[config.mk]
export PLATFORM = sky130hd
export DESIGN_NAME = addsub_serial
export DESIGN_NICKNAME = d
export VERILOG_FILES = /design/src/rtl/addsub_pkg.sv /design/src/rtl/addsub_digit.sv /design/src/rtl/addsub_serial.sv
export SDC_FILE = /design/constraint.sdc
export NUM_CORES = 1
export LEC_CHECK = 0
export CAP_MARGIN = 15
export CORE_ASPECT_RATIO = 1.1
export CORE_MARGIN = 4
export CORE_UTILIZATION = 51
export CTS_BUF_LIST = sky130_fd_sc_hd__clkbuf_16
export DETAILED_ROUTE_END_ITERATION = 10
export PLACE_DENSITY = 0.89
export SLEW_MARGIN = 10
export SYNTH_ARGS = -nofsm -noshare
export SYNTH_HDL_FRONTEND = slang
export SYNTH_SLANG_ARGS = --single-unit
[constraint.sdc]
create_clock -name clk -period 3.6 [get_ports clk]
set_input_delay 0.54 -clock clk [delete_from_list [all_inputs] [get_ports clk]]
set_output_delay 0.54 -clock clk [all_outputs]
set_load 0.005 [all_outputs]
[src/rtl/addsub_pkg.sv]
// rtl/addsub_pkg.sv - shared FSM states, mode encodings and signed clamp helper for addsub_serial
package addsub_pkg;

  typedef enum logic [1:0] {
    IDLE = 2'd0,
    RUN  = 2'd1,
    DONE = 2'd2
  } state_t;

  localparam logic MODE_ADD = 1'b0;
  localparam logic MODE_SUB = 1'b1;

  // Widest operand the clamp helper can describe; callers truncate to their own width.
  localparam int SAT_MAX_W = 256;

  // Max positive (neg=0) or min negative (neg=1) two's-complement value of 'width' bits.
  function automatic logic [SAT_MAX_W-1:0] sat_value(input int width, input logic neg);
    logic [SAT_MAX_W-1:0] v;
    v = '0;
    for (int i = 0; i < SAT_MAX_W; i++) begin
      if (i < width) begin
        v[i] = (i == width - 1) ? neg : ~neg;
      end
    end
    return v;
  endfunction

endpackage

[src/rtl/addsub_digit.sv]
// rtl/addsub_digit.sv - combinational DIGIT-wide adder slice with carry out and carry into its top bit
module addsub_digit #(
  parameter int DIGIT = 4
) (
  input  logic [DIGIT-1:0] x,
  input  logic [DIGIT-1:0] y,
  input  logic             cin,
  output logic [DIGIT-1:0] sum,
  output logic             cout,
  output logic             cmsb
);

  logic [DIGIT:0] full;

  assign full = {1'b0, x} + {1'b0, y} + {{DIGIT{1'b0}}, cin};
  assign sum  = full[DIGIT-1:0];
  assign cout = full[DIGIT];
  // The top sum bit is x^y^carry_in, so the carry into it falls out without a second adder.
  assign cmsb = full[DIGIT-1] ^ x[DIGIT-1] ^ y[DIGIT-1];

endmodule

[src/rtl/addsub_serial.sv]
// rtl/addsub_serial.sv - digit-serial two's-complement add/sub with valid/ready handshakes
// Optional macro ADDSUB_SAT_EN clamps the result to the signed range on overflow.
module addsub_serial
  import addsub_pkg::*;
#(
  parameter int WIDTH = 16,
  parameter int DIGIT = 4
) (
  input  logic             clk,
  input  logic             rst_n,
  input  logic             in_valid,
  output logic             in_ready,
  input  logic             k,
  input  logic [WIDTH-1:0] a,
  input  logic [WIDTH-1:0] b,
  output logic             out_valid,
  input  logic             out_ready,
  output logic [WIDTH-1:0] s,
  output logic             cout,
  output logic             ovf
);

  localparam int NDIG = WIDTH / DIGIT;
  localparam int CW   = (NDIG > 1) ? $clog2(NDIG) : 1;

  generate
    if (DIGIT < 1 || (WIDTH % DIGIT) != 0) begin : g_bad_digit
      $error("addsub_serial: DIGIT must divide WIDTH");
    end
  endgenerate

  state_t           state;
  logic [WIDTH-1:0] a_q;
  logic [WIDTH-1:0] b_q;
  logic [WIDTH-1:0] s_q;
  logic [CW-1:0]    cnt;
  logic             carry;
  logic             cout_q;
  logic             ovf_q;
  logic             out_valid_q;

  logic [DIGIT-1:0] x_dig;
  logic [DIGIT-1:0] y_dig;
  logic [DIGIT-1:0] sum_dig;
  logic             c_dig;
  logic             cmsb_dig;
  logic             last_dig;

  assign x_dig    = a_q[int'(cnt)*DIGIT +: DIGIT];
  assign y_dig    = b_q[int'(cnt)*DIGIT +: DIGIT];
  assign last_dig = (cnt == CW'(NDIG - 1));

  addsub_digit #(.DIGIT(DIGIT)) u_digit (
    .x    (x_dig),
    .y    (y_dig),
    .cin  (carry),
    .sum  (sum_dig),
    .cout (c_dig),
    .cmsb (cmsb_dig)
  );

  always_ff @(posedge clk or negedge rst_n) begin
    if (!rst_n) begin
      state       <= IDLE;
      a_q         <= '0;
      b_q         <= '0;
      s_q         <= '0;
      cnt         <= '0;
      carry       <= 1'b0;
      cout_q      <= 1'b0;
      ovf_q       <= 1'b0;
      out_valid_q <= 1'b0;
    end else begin
      case (state)
        IDLE: begin
          if (in_valid) begin
            // Subtraction is a + ~b + 1: invert B once here and seed the carry with the mode.
            a_q   <= a;
            b_q   <= b ^ {WIDTH{k == MODE_SUB}};
            carry <= (k == MODE_SUB);
            cnt   <= '0;
            state <= RUN;
          end
        end
        RUN: begin
          s_q[int'(cnt)*DIGIT +: DIGIT] <= sum_dig;
          carry <= c_dig;
          if (last_dig) begin
            cout_q      <= c_dig;
            ovf_q       <= cmsb_dig ^ c_dig;
`ifdef ADDSUB_SAT_EN
            if (cmsb_dig ^ c_dig) begin
              s_q <= WIDTH'(sat_value(WIDTH, a_q[WIDTH-1]));
            end
`endif
            out_valid_q <= 1'b1;
            state       <= DONE;
          end else begin
            cnt <= cnt + CW'(1);
          end
        end
        DONE: begin
          if (out_ready) begin
            out_valid_q <= 1'b0;
            state       <= IDLE;
          end
        end
        default: begin
          out_valid_q <= 1'b0;
          state       <= IDLE;
        end
      endcase
    end
  end

  assign in_ready  = (state == IDLE);
  assign out_valid = out_valid_q;
  assign s         = s_q;
  assign cout      = cout_q;
  assign ovf       = ovf_q;

endmodule

# [Word level (Yosys, flattened, before mapping)]
# Cells that the tools add are included.
[totals] reg_bits=56 latch_bits=0 ram_bits=0 rom_bits=0 in_bits=37 out_inout_bits=20 elab_cells=50 n_memories=0
[classes] addsub=4 n_mul=0 div_mod_pow=0 order_cmp=0 n_eq_ne=7 shifts=4 mux=13 bitwise=5 reduce_logical=8
[op_table] operator="negation 4 -> 33 bit" n=1
[op_table] operator="variable shift 4 x 33 -> 16 bit (first input constant)" n=1
[op_table] operator="variable part select 4 x 33 -> 16 bit" n=1
[op_table] operator="variable part select 16 x 5 -> 4 bit" n=2
[op_table] operator="bitwise mux 16 bit" n=1
[op_table] operator="bitwise XOR 16 bit" n=1
[op_table] operator="two-way mux 2 bit" n=5
[op_table] operator="AND reduction 3 bit" n=3
[op_table] operator="inequality test 2 bit (second input constant)" n=4
[op_table] operator="case mux 2 bit (3 select lines)" n=1
[op_table] operator="AND reduction 2 bit" n=3
[op_table] operator="adder 4 x 4 -> 5 bit" n=1
[op_table] operator="adder 5 x 1 -> 5 bit" n=1
[op_table] operator="equality test 2 bit (second input constant)" n=2
[op_table] operator="case mux 2 bit (2 select lines)" n=1
[op_table] operator="two-way mux 1 bit" n=3
[op_table] operator="case mux 1 bit (3 select lines)" n=1
[op_table] operator="bitwise XOR 1 bit" n=3
[op_table] operator="adder 2 x 1 -> 2 bit (second input constant)" n=1
[op_table] operator="equality test 2 x 1 -> 1 bit (second input constant)" n=1
[op_table] operator="logical NOT 2 bit" n=1
[op_table] operator="case mux 1 bit (2 select lines)" n=1
[op_table] operator="nonzero test 2 bit" n=1
[op_table] operator="NOT 1 bit" n=1

# [Longest topological paths before layout]
[depth] ltp_word=6 mapped_depth=10 depth_no_buf=9

# [Hierarchy]
# From an unflattened synthesis, not the netlist that was laid out.
[unflattened] hier_cells=255 hier_area_um2=2901.5
[modules_own_cells] mod="addsub_serial" instances=1 cells_per_inst=236 area_each_um2=2723.9 seq_area_each_um2=1401.3
[modules_own_cells] mod="addsub_digit" instances=1 cells_per_inst=19 area_each_um2=177.7 seq_area_each_um2=0.0

# [Least setup slack after synthesis]
# No wires, ideal clock.
[synth_path] kind="register -> register" start="register cnt[0]" end="register ovf_q, in the netlist ovf" setup_ns=0.127 arrival_time_ns=2.668 t_required_ns=3.473 setup_slack_ns=0.805 stages_incl_launch_ff=11 n_path_buf=1 synth_period_minus_slack_ns=2.795 cell_sequence="dfrtp_1 > buf_2 > mux4_2 > fa_1 > inv_1 > fa_1 > nor2b_1 > o21a_1 > or3_1 > o211ai_1 > nand3_1"
[synth_between] elab_chain_len=6 elab_cells_between_ends=9 cone_classes="add/sub: 2; eq/ne: 1; shift: 2; bitwise: 3; reduce/logical: 1"
[synth_lines] item="from (decl)" line="addsub_serial.sv:36" text="logic [CW-1:0] cnt;"
[synth_lines] item="from (signal assigned)" line="addsub_serial.sv:99" text="cnt <= cnt + CW'(1);"
[synth_lines] item="variable part select 16 x 5 -> 4 bit (on tied branches)" line="addsub_serial.sv:49, addsub_serial.sv:50"
[synth_lines] item="adder 4 x 4 -> 5 bit" line="addsub_digit.sv:15" text="assign full = {1'b0, x} + {1'b0, y} + {{DIGIT{1'b0}}, cin};"
[synth_lines] item="adder 5 x 1 -> 5 bit" line="addsub_digit.sv:15"
[synth_lines] item="bitwise XOR 1 bit (2 in a row)" line="addsub_digit.sv:19" text="assign cmsb = full[DIGIT-1] ^ x[DIGIT-1] ^ y[DIGIT-1];"
[synth_lines] item="bitwise XOR 1 bit" line="addsub_serial.sv:90" text="ovf_q <= cmsb_dig ^ c_dig;"
[synth_lines] item="to (signal assigned)" line="addsub_serial.sv:90"
[synth_lines] item="to (decl)" line="addsub_serial.sv:39" text="logic ovf_q;"
# Several ways; a longest one is shown, not always the timed one.
# A chain may end at the register's enable or synchronous reset.

# [Worst setup path in the final report]
# Ends and elaborated chain as after synthesis.

==> summary.md <==
| Metric | Value |
|---|---|
| Outcome | `finished, final reports clean` |
| R2r worst-path depth | `9` |
| Mean post-synth cell area | `11.3 um^2` |
| YS warnings | `0` |
| Clk buf depth | `2` |
| Slowest cell on crit path | `mux4_2` |
| Post-Syn Nets | `roughly 300` |
| Hpwl dp | `4410 um` |
| Critical path fanouts, max | `9` |
| Register area share after synthesis | `0.505` |
| Layout cell share with drive strength beyond 1 | `0.119` |
| GPL Wtd Cong | `0.925` |
| Synth cell types | `33` |
| Remaining antenna violation count | `0` |
| Slew HR | `0.391` |
| Setup TNS | `0 ps` |
| Die W | `78.3 um` |
| RSZ-0062 raised after global routing | `false` |
| CTS tree | `yes` |
| Clock Latency Late Sink | `290 ps` |
| Period minus WS final | `~2800 ps` |
| WP data required | `around 3800 ps` |
| Overall Global Routing Usage | `0.193` |
| Crit path DAT | `2960 ps` |
| Port Buf Inserts | `56` |
| GR Overflow Total | `0` |
| Post-CTS Hold Fix Bufs | `0` |
| Fmax | `359 MHz` |
| Final wirelength | `roughly 6000 um` |
| PostCTS Resize Cnt | `0` |
| Clock slew at reported path FFs | `70 ps` |
| CP Buf/Inv Count | `1` |
| Final setup violation count | `0` |
| VDD IR-drop max | `0.534 mV` |
| Worst-Margin Slew | `911 ps` |
| H-tree depth | `2` |
| Vias per cell | `5.54` |
| Iteration-0 DRC Markers | `95` |
| Die Y | `85.4 um` |
| Via count | `2071` |
| Postcts setup bufs | `0` |
| Core area | `5130 um^2` |
| CTS root buffer | `clkbuf_16` |
| Router iterations before antenna repair | `4` |
| Fin nets | `about 350` |
| WP depth | `9` |
| CTS sink cnt | `56` |
| DR DRC count | `0` |
| PwrDens | `990 nW/um^2` |
| # diodes | `0` |
| Starting density of the core | `0.540` |
| Crit Path Class | `reg -> reg` |
| Global-route wire length before repair | `10200 um` |
| Final Skew | `about 4.0 ps` |
| TritonCTS Buffers | `5` |
| Vias in the first global route | `2192` |
| Core Util, Final | `0.695` |
| Tcrit/Tclk final | `0.775` |
| Routed wire per std cell | `15.8 um` |
| Row Count | `27` |
| Critical-path cell list | `mux4_2 > fa_1 > inv_1 > fa_1 > nor2b_1 > o21a_1 > or3_1 > o211ai_1 > nand3_1` |
| Seq cells post-synth | `56` |
| CP Launch Type | `flip-flop` |
| Mapped Cells | `245` |
| Endpoints failing hold | `0` |
| Critical Path Most Common Cell | `fa_1` |
| P_leak | `1.48 nW` |
| Filler cells | `roughly 400` |
| Total die area | `roughly 6700 um^2` |
| Critical path's largest stage delay | `570 ps` |
| Max cap viols | `0` |
| Largest net degree at the start of global routing | `43` |
| Kind of cell adding the most delay to the critical path | `adder cells` |
| Initial antenna violation count | `0` |
| I/O Pins | `between 50 and 60` |
| Synth-to-Final Area Change | `28.5%` |
| Syn Std Cell Area | `2780 um^2` |
| Max Slew Vio Count | `0` |
| Worst hold-check path type | `in -> async` |
| Crit path capture type | `flip-flop` |
[power by group]
group / internal, mW / leakage [nW] / switching [mW]
clock network: 0.324 / 0.0789 / 0.211
registers: 0.914 / 0.681 / 0.222
logic: 0.870 / 0.719 / 0.990
total: 2.11 / 1.48 / 1.42
[cell usage after synthesis, drive strengths merged]
library cell / n / area share
dfrtp: 56 / 0.50
nor2: 27 / 0.037
a21oi: 22 / 0.040
nand2: 18 / 0.024
mux2: 17 / 0.069
xnor2: 16 / 0.050
a22o: 10 / 0.032
ha: 9 / 0.041
inv: 9 / 0.012
mux4: 8 / 0.065
o21ai: 8 / 0.014
buf: 7 / 0.013
o31ai: 7 / 0.019
nand3: 6 / 0.011
clkbuf: 3 / 0.0041
nor3: 3 / 0.0054
fa: 2 / 0.014
or3: 2 / 0.0045
a21o: 1 / 0.0027
and2b: 1 / 0.0027
and3: 1 / 0.0023
mux2i: 1 / 0.0036
nand3b: 1 / 0.0027
nor2b: 1 / 0.0023
nor4: 1 / 0.0023
o211ai: 1 / 0.0027
o21a: 1 / 0.0027
o22a: 1 / 0.0032
o22ai: 1 / 0.0023
o2bb2ai: 1 / 0.0032
or2: 1 / 0.0023
or4: 1 / 0.0027
xor2: 1 / 0.0032
[worst register-to-register path, delay by kind of cell (launching register included)]
family                   cells  cell delay [ps]
buffers and inverters        1               90
multiplexers                 1              580
flip-flops                   1              530
AO/OA/AOI/OAI                2              300
AND/OR/NAND/NOR              3              490
adder cells (fa/ha/maj)      2              680
[flip-flops by register name, summed over array words and instances (netlist names)]
register   cells
a_q           16
b_q           16
s             16
cnt            2
state          2
carry          1
cout           1
out_valid      1
ovf            1
[metal layers]
| layer | share of wire | track usage | vias to the layer above |
|---|---|---|---|
| met5 | 0 | 0 | - |
| met4 | 0.015 | 0.0525 | 0 |
| met2 | 0.53 | 0.350 | 76 |
| met1 | 0.39 | 0.227 | 1008 |
| met3 | 0.056 | 0.0478 | 11 |
| li1 | - | - | 976 |
[through the flow]
step	std cells	area, um^2	setup slack (ps)	power [mW]	hold WS [ps]
floorplan	245	2780	805	2.37	244
global placement	366	3400	978	2.89	467
detailed placement	366	3400	876	2.98	473
CTS	374	3570	808	3.54	407
global route	374	3570	629	3.82	454
finish	374	3570	811	3.53	379
[area by class of cell]
| type | instances | area, um^2 | share of cell area |
|---|---|---|---|
| clock inverters | 3 | 37.5 | 0.0105 |
| inverters | 9 | 33.8 | 0.00947 |
| well taps | 72 | 90.1 | 0.0253 |
| repair buffers | 59 | 578 | 0.162 |
| multi-input cells | 170 | 1300 | 0.365 |
| flip-flops and latches | 56 | 1400 | 0.393 |
| clock buffers | 5 | 125 | 0.0351 |
[cells in the final DEF, fill, tap and decap left out, types with 9 or more instances in the layout]
cell             synthesis  layout
a21oi_1                 22      22
mux2_2                  17      17
dfrtp_1                 56      56
xnor2_1                 16      16
ha_1                     9       9
a22o_1                  10      10
inv_1                    9       9
nand2_1                 18      18
nor2_1                  27      26
clkdlybuf4s50_1          0      55
[cells by family after synthesis]
logic type / after synthesis / synth area share
buf+inv: 19 / 0.0289
compound gates: 53 / 0.121
simple gates: 63 / 0.0987
flops: 56 / 0.505
fa+ha+maj: 11 / 0.0550
mux: 26 / 0.138
xor+xnor: 17 / 0.0537
[worst paths after layout]
check | start | end | slack [ps]
setup / recovery | cnt[0] | ovf | 810
hold / removal | rst_n | b_q[3] | 380
setup reg to reg | cnt[0] | ovf | 810
hold reg to reg | cout | cout | 490
max in group asynchronous | rst_n | a_q[3] | 2470
min in group clk | cout | cout | 490
Power figures use the tool's default switching activity.
